<file path="config.mk">
export PLATFORM = sky130hd
export DESIGN_NAME = ysyx_24090018_ifetch
export DESIGN_NICKNAME = d
export VERILOG_FILES = /design/src/rtl/ysyx_24090018_pkg.sv /design/src/rtl/ysyx_24090018_ifetch.sv
export SDC_FILE = /design/constraint.sdc
export NUM_CORES = 1
export LEC_CHECK = 0
export BUFFER_PORTS_ARGS = -buffer_cell sky130_fd_sc_hd__clkbuf_2
export CAP_MARGIN = 40
export CELL_PAD_IN_SITES_DETAIL_PLACEMENT = 2
export CELL_PAD_IN_SITES_GLOBAL_PLACEMENT = 2
export CORE_MARGIN = 1
export CORE_UTILIZATION = 33
export CTS_CLUSTER_SIZE = 16
export DETAILED_ROUTE_END_ITERATION = 16
export GPL_TIMING_DRIVEN = 0
export PLACE_DENSITY_LB_ADDON = 0.1
export RECOVER_POWER = 100
export SLEW_MARGIN = 5
export SYNTH_ARGS = -nofsm -noshare
export SYNTH_HDL_FRONTEND = slang
export SYNTH_SLANG_ARGS = --single-unit
</file>
<file path="constraint.sdc">
create_clock -name clk -period 4.9 [get_ports clk]
set_input_delay 0.245 -clock clk [delete_from_list [all_inputs] [get_ports clk]]
set_output_delay 0.245 -clock clk [all_outputs]
set_load 0.005 [all_outputs]
</file>
<file path="src/rtl/ysyx_24090018_pkg.sv">
// Shared definitions for the ysyx_24090018 core: fetch FSM states and fetch-stage constants.
package ysyx_24090018_pkg;

    typedef enum logic [2:0] {
        ST_REQ   = 3'd0,
        ST_WAIT  = 3'd1,
        ST_HOLD  = 3'd2,
        ST_DRAIN = 3'd3,
        ST_HALT  = 3'd4
    } fetch_state_e;

    // addi x0, x0, 0
    localparam logic [31:0] NOP_INST         = 32'h0000_0013;
    localparam logic [31:0] DEFAULT_RESET_PC = 32'h8000_0000;

endpackage

</file>
<file path="src/rtl/ysyx_24090018_ifetch.sv">
// Instruction fetch stage: owns the fetch PC, requests instruction memory,
// holds the fetched instruction for decode and follows redirects from execute.
module ysyx_24090018_ifetch
    import ysyx_24090018_pkg::*;
#(
    parameter int                 PC_ADDR    = 32,
    parameter int                 DATA_WIDTH = 32,
    parameter logic [PC_ADDR-1:0] RESET_PC   = PC_ADDR'(DEFAULT_RESET_PC)
) (
    input  logic                  clk,
    input  logic                  rst,
    output logic                  imem_req_valid_o,
    input  logic                  imem_req_ready_i,
    output logic [PC_ADDR-1:0]    imem_req_addr_o,
    input  logic                  imem_rsp_valid_i,
    input  logic [DATA_WIDTH-1:0] imem_rsp_data_i,
    input  logic                  imem_rsp_err_i,
    output logic                  inst_valid_o,
    input  logic                  inst_ready_i,
    output logic [DATA_WIDTH-1:0] inst_o,
    output logic [PC_ADDR-1:0]    pc_o,
    input  logic                  redirect_i,
    input  logic [PC_ADDR-1:0]    redirect_pc_i,
    output logic                  fault_o
);

    fetch_state_e          state_reg, state_next;
    logic [PC_ADDR-1:0]    fetch_pc_reg, fetch_pc_next;
    logic [DATA_WIDTH-1:0] inst_reg, inst_next;
    logic [PC_ADDR-1:0]    pc_reg, pc_next;
    logic                  fault_reg, fault_next;
    logic                  inst_valid_reg;
    logic                  redirect_bad;

    always_ff @(posedge clk or posedge rst) begin
        if (rst) begin
            state_reg      <= ST_REQ;
            fetch_pc_reg   <= RESET_PC;
            inst_reg       <= DATA_WIDTH'(NOP_INST);
            pc_reg         <= RESET_PC;
            fault_reg      <= 1'b0;
            inst_valid_reg <= 1'b0;
        end else begin
            state_reg      <= state_next;
            fetch_pc_reg   <= fetch_pc_next;
            inst_reg       <= inst_next;
            pc_reg         <= pc_next;
            fault_reg      <= fault_next;
            inst_valid_reg <= (state_next == ST_HOLD);
        end
    end

    // A misaligned redirect beats every other event, but HALT ignores redirects.
    assign redirect_bad = redirect_i && (redirect_pc_i[1:0] != 2'b00) && (state_reg != ST_HALT);

    always_comb begin
        state_next    = state_reg;
        fetch_pc_next = fetch_pc_reg;
        inst_next     = inst_reg;
        pc_next       = pc_reg;
        fault_next    = fault_reg;

        if (redirect_bad) begin
            fault_next = 1'b1;
            state_next = ST_HALT;
        end else begin
            case (state_reg)
                ST_REQ: begin
                    if (redirect_i) begin
                        fetch_pc_next = redirect_pc_i;
                    end else if (imem_req_ready_i) begin
                        state_next = ST_WAIT;
                    end
                end
                ST_WAIT: begin
                    if (redirect_i) begin
                        fetch_pc_next = redirect_pc_i;
                        state_next    = imem_rsp_valid_i ? ST_REQ : ST_DRAIN;
                    end else if (imem_rsp_valid_i) begin
                        if (imem_rsp_err_i) begin
                            fault_next = 1'b1;
                            state_next = ST_HALT;
                        end else begin
                            inst_next  = imem_rsp_data_i;
                            pc_next    = fetch_pc_reg;
                            state_next = ST_HOLD;
                        end
                    end
                end
                ST_DRAIN: begin
                    if (redirect_i) begin
                        fetch_pc_next = redirect_pc_i;
                    end
                    if (imem_rsp_valid_i) begin
                        state_next = ST_REQ;
                    end
                end
                ST_HOLD: begin
                    if (redirect_i) begin
                        fetch_pc_next = redirect_pc_i;
                        state_next    = ST_REQ;
                    end else if (inst_ready_i) begin
                        fetch_pc_next = fetch_pc_reg + PC_ADDR'(4);
                        state_next    = ST_REQ;
                    end
                end
                ST_HALT: begin
                    state_next = ST_HALT;
                end
                default: begin
                    state_next = ST_REQ;
                end
            endcase
        end
    end

    assign imem_req_valid_o = (state_reg == ST_REQ) && !redirect_i;
    assign imem_req_addr_o  = fetch_pc_reg;
    assign inst_valid_o     = inst_valid_reg;
    assign inst_o           = inst_reg;
    assign pc_o             = pc_reg;
    assign fault_o          = fault_reg;

endmodule

</file>
Word-level counts from Yosys, hierarchy flattened
Index checks and enable logic that the tools add are counted.
{"block": "totals", "regBits": 101, "latchBits": 0, "ram_bits": 0, "romBits": 0, "in_bits": 71, "output_inout_bits": 99, "elab_cells": 53, "memories": 0}
{"block": "classes", "n_addsub": 1, "n_mul": 0, "div_mod_pow": 0, "magnitude_cmp": 0, "n_eq_ne": 9, "shifts": 0, "mux": 20, "bitwise_logic": 3, "n_reduce_logical": 14}
{"op": "$mux W32", "count": 3}
{"op": "$pmux W32 S2", "count": 1}
{"op": "$add A32 B3 Y32 const B", "count": 1}
{"op": "$mux W3", "count": 9}
{"op": "$pmux W3 S5", "count": 1}
{"op": "$reduce_bool A2 Y1", "count": 5}
{"op": "$eq A3 B2 Y1 const B", "count": 3}
{"op": "$reduce_and A4 Y1", "count": 2}
{"op": "$ne A3 B3 Y1 const B", "count": 2}
{"op": "$mux W1", "count": 5}
{"op": "$reduce_and A5 Y1", "count": 1}
{"op": "$ne A2 B1 Y1 const B", "count": 2}
{"op": "$eq A3 B1 Y1 const B", "count": 1}
{"op": "$eq A3 B3 Y1 const B", "count": 1}
{"op": "$logic_and A1 B1 Y1", "count": 3}
{"op": "$logic_not A3 Y1", "count": 1}
{"op": "$not A1 Y1", "count": 3}
{"op": "$reduce_or A3 Y1", "count": 1}
{"op": "$mux W2", "count": 1}
{"op": "$logic_not A1 Y1", "count": 1}

Longest topological paths before layout
Gate-level depths: netlist of run 1.
{"block": "depth", "ltp_word": 6, "depth_mapped": 8}

Least setup slack after synthesis of run 1
OpenSTA, ideal clock, no wires.
{"block": "synth_timing", "kind": "reg2reg", "startpoint": "register state_reg[0]", "endpoint": "register fetch_pc_reg[18] (netlist: imem_req_addr_o[18])", "setup_time_ns": 0.126, "t_arrival_ns": 1.747, "required_time_ns": 4.774, "slack_ns": 3.027, "path_stages_with_launch": 7, "path_cell_list": "dfrtp_1 -> or4b_1 -> clkbuf_1 -> clkbuf_1 -> clkbuf_1 -> o32ai_1 -> nor2_1"}
{"block": "synth_between", "elab_chain_len": 4}
{"item": "start: declaration", "line_no": "ysyx_24090018_ifetch.sv:27", "text": "fetch_state_e state_reg, state_next;"}
{"item": "start signal: assignment", "line_no": "ysyx_24090018_ifetch.sv:44", "text": "state_reg <= state_next;"}
{"item": "$eq A3 B2 Y1 (tied with other cells)", "line_no": "ysyx_24090018_ifetch.sv:67", "text": "case (state_reg)"}
{"item": "$reduce_or A3 Y1 (no source line) / $logic_and A1 B1 Y1 (equally long branches)"}
{"item": "$ne A2 B1 Y1 (no source line) (tied with other cells)"}
{"item": "$reduce_and A4 Y1 (no source line)"}
{"item": "end signal: assignment", "line_no": "ysyx_24090018_ifetch.sv:45", "text": "fetch_pc_reg <= fetch_pc_next;"}
{"item": "end: declaration", "line_no": "ysyx_24090018_ifetch.sv:28", "text": "logic [PC_ADDR-1:0] fetch_pc_reg, fetch_pc_next;"}
Several ways; a longest one is shown, not always the timed one.
A chain may end at the register's enable or synchronous reset.

==> metrics.txt, run 1 <==
result of the run=finished, violations left; failing checks=capacitance limit, slew limit; path class of the lowest-slack min-delay path=input pin to flip-flop; Die Height=around 120 um; largest net degree at the start of global routing=56; TritonCTS clock tree=yes; TritonCTS buffer count=9; Required @ worst endpoint=between 5000 and 6000 ps; number of warnings reported in the yosys synthesis log=0; buffers added on ports=169; buffer type at the clock tree root=sky130_fd_sc_hd__clkbuf_16; clock latency on the worst-skew pair=between 300 and 400 ps; first-pass GRT wire length=~24 mm; total of flip-flops plus latches after synthesis=about 100; count of cell types in the netlist=49; aggregate global routing overflow=0; Critical Path Source Type=input pin; sequential element share of the synthesized area=a little over half; net total in the final layout=657; Antenna Violating Nets Remaining=0; initial drt markers=181; sort of element at the end of the critical path=asynchronous set/reset pin; Fillers=1540; total iterations of the first detailed-routing run=4; synthesis-to-finish area growth=27.6%; setup repair after global routing missed its margin=false; clock-pin slew of the registers on the worst-case setup and hold paths=~70 ps; Final Hold Viols=0; Core Area=between 10000 and 15000 sq um; data arrival at the endpoint of the critical path=approximately 3400 ps; layout cell share with drive strength beyond 1=around a third; max cap viols=1; initial cell density of the core=approximately a third; total chip power=2020 uW; leakage power summed over all cells=around 0.0028 uW; final worst path period share=between 60% and 70%; Clock Skew=approximately 11 ps; Vias/cell=between 5 and 6; synthesized area per cell=11.5 sq um; Final Max Slew Viols=48; antenna violations before repair=0; overall via count from detail_route=4087; accumulated negative setup slack=0 ps; area of the mapped netlist=between 4000 and 5000 sq um; Total Wirelength=between 10 and 15 mm; Post-synth top flop=sky130_fd_sc_hd__dfrtp_1; htree depth=3; worst slew margin relative to its limit=-39.1%; HPWL Detailed=~11 mm; final setup vio count=0; leading cell types in the layout, fill and taps excluded=sky130_fd_sc_hd__clkbuf_2, sky130_fd_sc_hd__dfrtp_1, sky130_fd_sc_hd__clkbuf_1; cell count after synthesis=just over 400; share of flip-flops with an asynchronous set or reset after synthesis=100%; Horiz. Die Dim=120 um; Boundary Pins=170; Setup Buffers After CTS=0; number of antenna diodes=0; cells resized by post-CTS repair=0; RD Place Congestion=between 0.7 and 0.8; area enclosed by the die boundary=14500 sq um; CTS Hold Buffers Added=1; post-route worst setup slack=1770 ps; Cell Pwr Density=about 340 nW/um^2; post-placement setup slack=roughly 2400 ps; net count of the mapped netlist=475; Max VDD drop=between 0.1 and 0.15 mV; time the worst path needs with I/O delays and setup=3130 ps; measured slew at the worst slew-check pin=approximately 2100 ps; via count of the first global-routing pass=~4500; per-cell routed wire length=about 20 um; crit path kind=input pin to asynchronous set/reset pin; clk buf depth=2; highest clock frequency the design can meet=~320 MHz; number of DRC violations after detailed routing=0; overall routing resource usage=roughly 22%; number of synthesized flops with an enable pin=0; Rows=42; utilization after layout=43.9%; sink count of the clock tree=101; commonest non-fill, non-tap cell in the layout=sky130_fd_sc_hd__clkbuf_2; Max Fanout on Critical Path=between 50 and 60
==> critical path, stage by stage <==
cell                            delay [ps]
sky130_fd_sc_hd__dlygate4sd3_1         550
sky130_fd_sc_hd__clkbuf_1              110
sky130_fd_sc_hd__clkinvlp_2           1170
sky130_fd_sc_hd__clkbuf_2             1240
==> kinds of logic after synthesis <==
| family | Yosys count | synth area share [%] |
|---|---|---|
| AND/OR/NAND/NOR | 127 | 15.3 |
| flip-flops | 101 | 54.7 |
| AO/OA/AOI/OAI | 84 | 11.7 |
| multiplexers | 64 | 15.6 |
| buffers and inverters | 26 | 2.35 |
| adder cells (fa/ha/maj) | 1 | 0.270 |
==> per-layer routing <==
metal	GRT usage, %	wire length (um)
met4	8.41	301
met3	4.43	794
met5	0	0
met1	26.5	6350
met2	36.9	7510
==> worst paths after layout <==
kind,slack (ps),cells after the start,startpoint,end
min in group asynchronous,990,3,rst,pc_o[1]
min reg2reg,490,2,fault_o,fault_o
max in group clk,1860,6,state_reg[2],imem_req_addr_o[6]
max,1770,4,rst,pc_o[19]
min,110,3,redirect_pc_i[2],imem_req_addr_o[2]
max reg2reg,1860,6,state_reg[2],imem_req_addr_o[6]
==> cell usage after synthesis, types with 3 or more instances <==
| cell | count | area [sq um] |
|---|---|---|
| sky130_fd_sc_hd__dfrtp_1 | 96 | 2400 |
| sky130_fd_sc_hd__mux2_2 | 64 | 721 |
| sky130_fd_sc_hd__a21oi_1 | 31 | 155 |
| sky130_fd_sc_hd__nand2_1 | 29 | 109 |
| sky130_fd_sc_hd__nand3_1 | 22 | 110 |
| sky130_fd_sc_hd__nor2_1 | 20 | 75.1 |
| sky130_fd_sc_hd__clkbuf_1 | 14 | 52.6 |
| sky130_fd_sc_hd__o21ai_0 | 13 | 65.1 |
| sky130_fd_sc_hd__nand4_1 | 11 | 68.8 |
| sky130_fd_sc_hd__a2bb2oi_1 | 9 | 78.8 |
| sky130_fd_sc_hd__and3_1 | 9 | 56.3 |
| sky130_fd_sc_hd__buf_2 | 9 | 45.0 |
| sky130_fd_sc_hd__o22ai_1 | 8 | 50.1 |
| sky130_fd_sc_hd__dfstp_2 | 5 | 131 |
| sky130_fd_sc_hd__nor3_1 | 5 | 25.0 |
| sky130_fd_sc_hd__nor4_1 | 5 | 31.3 |
| sky130_fd_sc_hd__or3_1 | 5 | 31.3 |
| sky130_fd_sc_hd__and2_1 | 3 | 18.8 |
| sky130_fd_sc_hd__inv_1 | 3 | 11.3 |
| sky130_fd_sc_hd__nand3b_1 | 3 | 22.5 |
| sky130_fd_sc_hd__o211ai_1 | 3 | 22.5 |
| sky130_fd_sc_hd__o32ai_1 | 3 | 26.3 |
==> per-stage QoR <==
stage / cells / cell area, sq um / hold WS, ps
floorplan: 403 / 4630 / 378
global placement: 748 / 5690 / 459
detailed placement: 749 / 5720 / 381
CTS: 766 / 6020 / 96.9
global route: 766 / 5900 / 114
finish: 766 / 5900 / 109
==> power by group <==
group          total [uW]  internal [uW]  switching (uW)
registers            1050            907             142
logic                 252            124             128
clock network         719            394             325
==> area by class of cell <==
cell class / instances / area [sq um] / area share [%]
flip-flops and latches: 101 / 2530 / 42.9
multi-input cells: 276 / 1970 / 33.4
repair buffers: 171 / 791 / 13.4
clock buffers: 11 / 233 / 3.94
well taps: 176 / 220 / 3.73
plain buffers: 23 / 87.6 / 1.48
clock inverters: 5 / 52.6 / 0.890
inverters: 3 / 12.5 / 0.212
(Power assumes the default switching activity.)
==> run 2, diff against run 1 <==
- ABC_AREA: not set -> 1
- CORE_UTILIZATION: 33 -> 28
- clock period: 4.9 -> 3.1 ns (I/O delays scaled with it)
==> run 2 against run 1 <==
The flow now finishes without violations. Power grew to 2.6 times the previous value. Utilization shrank 7.6 points. Area after synthesis grew 12%. Die area grew 31%. Sequential power grew 110%. Final area grew 11%. Critical path depth grew 6. Global-route usage grew 0.12 points. Sequential share of layout area shrank 4.1 points. Clock power grew 86%. Cell count grew 44%. Largest power group unchanged.
==> metrics.txt, run 2 <==
leading cell types in the layout, fill and taps excluded=sky130_fd_sc_hd__nand2_1, sky130_fd_sc_hd__nor2_1, sky130_fd_sc_hd__clkbuf_2; total of flip-flops plus latches after synthesis=roughly 100; count of cells along the worst register-to-register path=10; hold_ws=approximately 15 ps; htree depth=3; RD Place Congestion=0.827; synthesis-to-finish area growth=26.5%; area of the mapped netlist=5170 sq um; number of synthesized flops with an enable pin=0; data arrival at the endpoint of the critical path=approximately 2500 ps; aggregate global routing overflow=0; Post-synth top flop=sky130_fd_sc_hd__dfrtp_1; Required @ worst endpoint=around 3400 ps; per-cell routed wire length=roughly 18 um; Net Sw Frac=between 30% and 40%; overall via count from detail_route=5157; first-pass GRT wire length=between 30 and 40 mm; Max VDD drop=0.284 mV; most frequent cells after synthesis=sky130_fd_sc_hd__nand2_1, sky130_fd_sc_hd__nor2_1, sky130_fd_sc_hd__dfrtp_1; Final Hold Viols=0; crit path kind=flip-flop to flip-flop; Max Fanout on Critical Path=6; portion of synthesized cell area occupied by the leading cell type=46.5%; sequential group share of total power=between 40% and 50%; area of all placed cells without fillers=6540 sq um; sequential element share of the synthesized area=49.0%; TritonCTS buffer count=9; largest net degree at the start of global routing=62; Clock Skew=6.87 ps; time the worst path needs with I/O delays and setup=about 2300 ps; most prevalent standard cell on the critical path=sky130_fd_sc_hd__nand2_1; worst slew margin relative to its limit=25.7%; cells resized by post-CTS repair=0; startpoint of the most critical hold path=imem_rsp_data_i[1]; number of warnings reported in the yosys synthesis log=0; Fillers=roughly 2200; commonest non-fill, non-tap cell in the layout=sky130_fd_sc_hd__nand2_1; Final Max Slew Viols=0; launching element of the worst setup path=imem_req_addr_o[3]; path class of the lowest-slack min-delay path=input pin to flip-flop; net switching power of the design=2040 uW; clock-pin slew of the registers on the worst-case setup and hold paths=70 ps; HPWL Detailed=between 15 and 20 mm; Core Area=roughly 18000 sq um; top cell family by delay on the critical path=simple AND/OR/NAND/NOR gates; most frequent cell after synthesis=sky130_fd_sc_hd__nand2_1; clk buf depth=2; buffers added on ports=~170; max cap viols=0; internal power summed over all cells=3140 uW; count of buffer and inverter cells on the critical path=1; cell types with the largest area share after synthesis=sky130_fd_sc_hd__dfrtp_1, sky130_fd_sc_hd__nand2_1, sky130_fd_sc_hd__nor2_1; initial drt markers=90; count of cell types in the netlist=35; Rows=49; total iterations of the first detailed-routing run=4; WP depth=10; Cell Pwr Density=792 nW/um^2; final setup vio count=0; leakage power summed over all cells=between 0.003 and 0.004 uW; cell count after synthesis=between 600 and 700; measured slew at the worst slew-check pin=roughly 1100 ps; Total Wirelength=between 15 and 20 mm; maximum cell stage delay along the critical path=between 400 and 500 ps; sort of element at the end of the critical path=flip-flop; total cell area at the placement stage=between 6000 and 7000 sq um; Yosys top cell by area=sky130_fd_sc_hd__dfrtp_1; clock power share=between 20% and 30%; accumulated negative setup slack=0 ps; number of antenna diodes=0; Horiz. Die Dim=138 um; TritonCTS clock tree=yes; net count of the mapped netlist=between 700 and 800; Antenna Violating Nets Remaining=0; final worst path period share=72.8%; Vias/cell=approximately 4.7; via count of the first global-routing pass=about 5700; slowest stage cell, crit path=sky130_fd_sc_hd__dfrtp_1; area enclosed by the die boundary=19000 sq um; cells along the critical path=ha_1 > inv_1 > nor2_1 > nand2_1 > nor2_1 > nand2_1 > nand2_1 > nand3_1 > nand2_1 > nand2_1; result of the run=finished clean; net total in the final layout=around 940; highest clock frequency the design can meet=between 400 and 500 MHz; clock latency on the worst-skew pair=between 300 and 400 ps; antenna violations before repair=0; combinational share of power=31.3%; multi-input gate area in the final layout=2090 sq um; worst r2r src=imem_req_addr_o[3]; share of flip-flops with an asynchronous set or reset after synthesis=100%; sink count of the clock tree=just over 100; Boundary Pins=170; Die Height=between 100 and 150 um; overall routing resource usage=between 20 and 25%; Critical Path Source Type=flip-flop; Hold Path Cell Cnt=3; layout cell share with drive strength beyond 1=between 10% and 20%; setup repair after global routing missed its margin=false; total instance count after detailed placement=around 1100; area taken by flip-flops and latches=approximately 2500 sq um; initial cell density of the core=28.7%; non-filler instance count after layout=between 1000 and 1500; buffer type at the clock tree root=sky130_fd_sc_hd__clkbuf_16; synthesized area per cell=7.51 sq um; number of DRC violations after detailed routing=0
[run 2: cell types whose count changed after synthesis, sizes merged, moves of 9 or more]
cell / change
a21oi: -27
a2bb2oi: -9
and3: -9
buf: +15
clkbuf: -12
inv: +81
mux2: -64
nand2: +180
nand3: +17
nor2: +93
o21ai: +75
[run 2: worst register-to-register path, delay by kind of cell, from the launching register on]
kind	cells	cell delay [ps]
adders and majority gates	1	310
and+or+nand+nor	8	1290
buffers and inverters	1	90
DFF	1	450
[run 2: layer usage]
| metal | GRT usage (%) | part of all wire (%) |
|---|---|---|
| met5 | 0 | 0 |
| met4 | 6.76 | 1.5 |
| met3 | 2.72 | 4.2 |
| met2 | 38.9 | 50 |
| met1 | 26.8 | 44 |
[run 2: kinds of logic (layout without fill, tap and decap cells)]
group           Yosys count  in the layout  synth area share (%)
simple gates            377            377                  30.1
xor+xnor                  4              4                 0.678
fa+ha+maj                 1              1                 0.242
buf+inv                 110            298                  10.1
compound gates           95             95                  9.88
flops                   101            101                  49.0
[run 2: per-stage QoR]
stage	power (uW)	utilization, %	worst slack, ps
detailed placement	4010	35.1	1160
global placement	3910	34.9	-1100
floorplan	3030	-	306
CTS	5390	37.1	1110
finish	5180	36.3	844
global route	5570	36.3	633
[run 2: timing repair]
item,in CTS,in global routing
setup buffers,0,0
setup endpoints to repair,0,0
endpoints found under the hold margin,57,0
hold buffers,2,0
[run 2: cell type report]
| class | instances | share of cell area (%) |
|---|---|---|
| Clock inverter | 7 | 1.84 |
| Tap cell | 229 | 4.38 |
| Timing Repair Buffer | 172 | 12.0 |
| Buffer | 26 | 2.72 |
| Inverter | 84 | 4.88 |
| Clock buffer | 9 | 3.45 |
| Sequential cell | 101 | 38.8 |
| Multi-Input combinational cell | 477 | 31.9 |
[run 2: power by group through the flow]
stage / combinational (uW) / clock [uW] / sequential (uW)
global route: 1860 / 1420 / 2290
detailed placement: 1760 / 0 / 2250
CTS: 1780 / 1380 / 2230
floorplan: 896 / 0 / 2140
global placement: 1680 / 0 / 2230
finish: 1620 / 1340 / 2220
[run 2: final timing paths]
kind                                  endpoint  slack (ps)
max reg2reg                imem_req_addr_o[30]         840
min                                  inst_o[1]          20
max in group asynchronous             pc_o[12]        1050
min reg2reg                            fault_o         490
min in group asynchronous           inst_o[25]         470
max                        imem_req_addr_o[30]         840
==> run 3, diff against run 2 <==
- clock period: 3.1 -> 2.1 ns (I/O delays scaled with it)
==> run 3 against run 2 <==
Combinational power grew 54%. Maximum frequency grew 16%. First-iteration DRC count increased by 29%. Clock power increased by 29%. Hold slack better by 2.3 ps. Clock skew down 1.1 ps. Cell count rose by 3.5%. Worst setup slack worse by 690 ps. Sequential share of layout area shrank 2.0 points. Die area stayed put. Routed wire length grew 5.8%. Via count grew 3.8%.
==> metrics.txt, run 3 (same netlist as run 2, synthesis figures left out) <==
result of the run=finished clean; data arrival at the endpoint of the critical path=between 2000 and 2500 ps; clk buf depth=2; total instance count after detailed placement=about 1100; Max VDD drop=0.478 mV; TritonCTS buffer count=9; cells along the critical path=inv_1 > nand3_1 > nand2_1 > nand2_1 > clkinvlp_2 > clkbuf_2 > buf_4 > o21ai_2 > a21oi_2; layout cell share with drive strength beyond 1=17.2%; path class of the lowest-slack min-delay path=input pin to flip-flop; clock-pin slew of the registers on the worst-case setup and hold paths=approximately 80 ps; net total in the final layout=between 900 and 1000; startpoint of the most critical hold path=imem_rsp_data_i[9]; initial drt markers=116; Final Hold Viols=0; final setup vio count=0; first-pass GRT wire length=32.2 mm; non-filler instance count after layout=1144; RD Place Congestion=between 0.7 and 0.8; initial cell density of the core=about 29%; Die Height=138 um; max cap viols=0; maximum cell stage delay along the critical path=approximately 400 ps; total chip power=7500 uW; final worst path period share=between 90% and 100%; htree depth=3; total cell area at the placement stage=6370 sq um; highest clock frequency the design can meet=514 MHz; Setup Buffers After CTS=0; HPWL Detailed=roughly 16 mm; Antenna Violating Nets Remaining=0; buffers added on ports=169; aggregate global routing overflow=0; leakage power summed over all cells=roughly 0.0034 uW; utilization after layout=38.2%; synthesis-to-finish area growth=33.3%; launching element of the worst setup path=state_reg[0]; slowest stage cell, crit path=sky130_fd_sc_hd__dfrtp_1; measured slew at the worst slew-check pin=roughly 1200 ps; Total Wirelength=20.9 mm; buffer type at the clock tree root=sky130_fd_sc_hd__clkbuf_16; hold_ws=roughly 18 ps; sort of element at the end of the critical path=flip-flop; Required @ worst endpoint=2390 ps; Horiz. Die Dim=~140 um; largest net degree at the start of global routing=38; setup repair after global routing missed its margin=false; number of antenna diodes=0; Boundary Pins=170; via count of the first global-routing pass=about 5900; worst slew margin relative to its limit=about a fifth; most prevalent standard cell on the critical path=sky130_fd_sc_hd__nand2_1; per-cell routed wire length=between 15 and 20 um; antenna violations before repair=0; time the worst path needs with I/O delays and setup=just under 2000 ps; commonest non-fill, non-tap cell in the layout=sky130_fd_sc_hd__nand2_1; clock latency on the worst-skew pair=roughly 360 ps; area enclosed by the die boundary=around 19000 sq um; Critical Path Source Type=flip-flop; worst r2r src=state_reg[0]; overall via count from detail_route=5352; sink count of the clock tree=a little over 100; total iterations of the first detailed-routing run=4; Max Fanout on Critical Path=10; Clock Skew=between 5 and 6 ps; Final Max Slew Viols=0; Rows=49; area of all placed cells without fillers=6890 sq um; overall routing resource usage=between 20% and 30%; Core Area=roughly 18000 sq um; Cell Pwr Density=1090 nW/um^2; TritonCTS clock tree=yes; leading cell types in the layout, fill and taps excluded=sky130_fd_sc_hd__nand2_1, sky130_fd_sc_hd__nor2_1, sky130_fd_sc_hd__clkbuf_2; crit path kind=flip-flop to flip-flop; number of DRC violations after detailed routing=0; Vias/cell=4.68
## run 3: routing by layer
| layer | GRT usage, % | part of all wire [%] | routed length, um | vias up |
|---|---|---|---|---|
| met4 | 7.07 | 1.6 | 342 | 0 |
| met2 | 41.7 | 51 | 10600 | 107 |
| li1 | - | - | - | 2584 |
| met5 | 0 | 0 | 0 | - |
| met1 | 28.0 | 44 | 9270 | 2644 |
| met3 | 2.61 | 3.4 | 701 | 17 |
## run 3: report_power, final
part,internal [uW],switching [uW],leakage [uW]
registers,2570,705,0.00131
logic,928,1560,0.00192
clock network,839,894,0.000141
## run 3: final timing paths
check,cells past startpoint,to,slack [ps]
setup / recovery,9,imem_req_addr_o[6],150
hold / removal,3,inst_o[9],20
setup reg to reg,9,imem_req_addr_o[6],150
hold reg to reg,2,fault_o,480
max in group asynchronous,5,inst_o[0],310
min in group asynchronous,3,state_reg[0],510
## run 3: cell type report
class,instances,area [sq um]
clock buffers,9,225
inverters,84,318
flip-flops and latches,101,2530
clock inverters,7,65.1
fillers,2212,11100
repair buffers,211,1180
plain buffers,26,181
multi-input cells,477,2100
well taps,229,287
## run 3: worst max-delay path: cells and delay by family (launching register included)
family | cells | cell delay (ps)
AO/OA/AOI/OAI | 2 | 210
buffers and inverters | 4 | 860
flip-flops | 1 | 410
AND/OR/NAND/NOR | 3 | 390
## run 3: stage by stage
step | setup WS, ps | TNS, ps
2_1_floorplan | 604 | 0
3_3_place_gp | -19.3 | -1130
3_5_place_dp | 135 | 0
4_1_cts | 109 | 0
5_1_grt | 17.1 | 0
6_report | 153 | 0
## run 3: what timing repair did
action,in CTS,in global routing
resized for setup,0,1
hold buffers,39,0
hold endpoints to repair,58,0
endpoints found under the setup margin,0,1
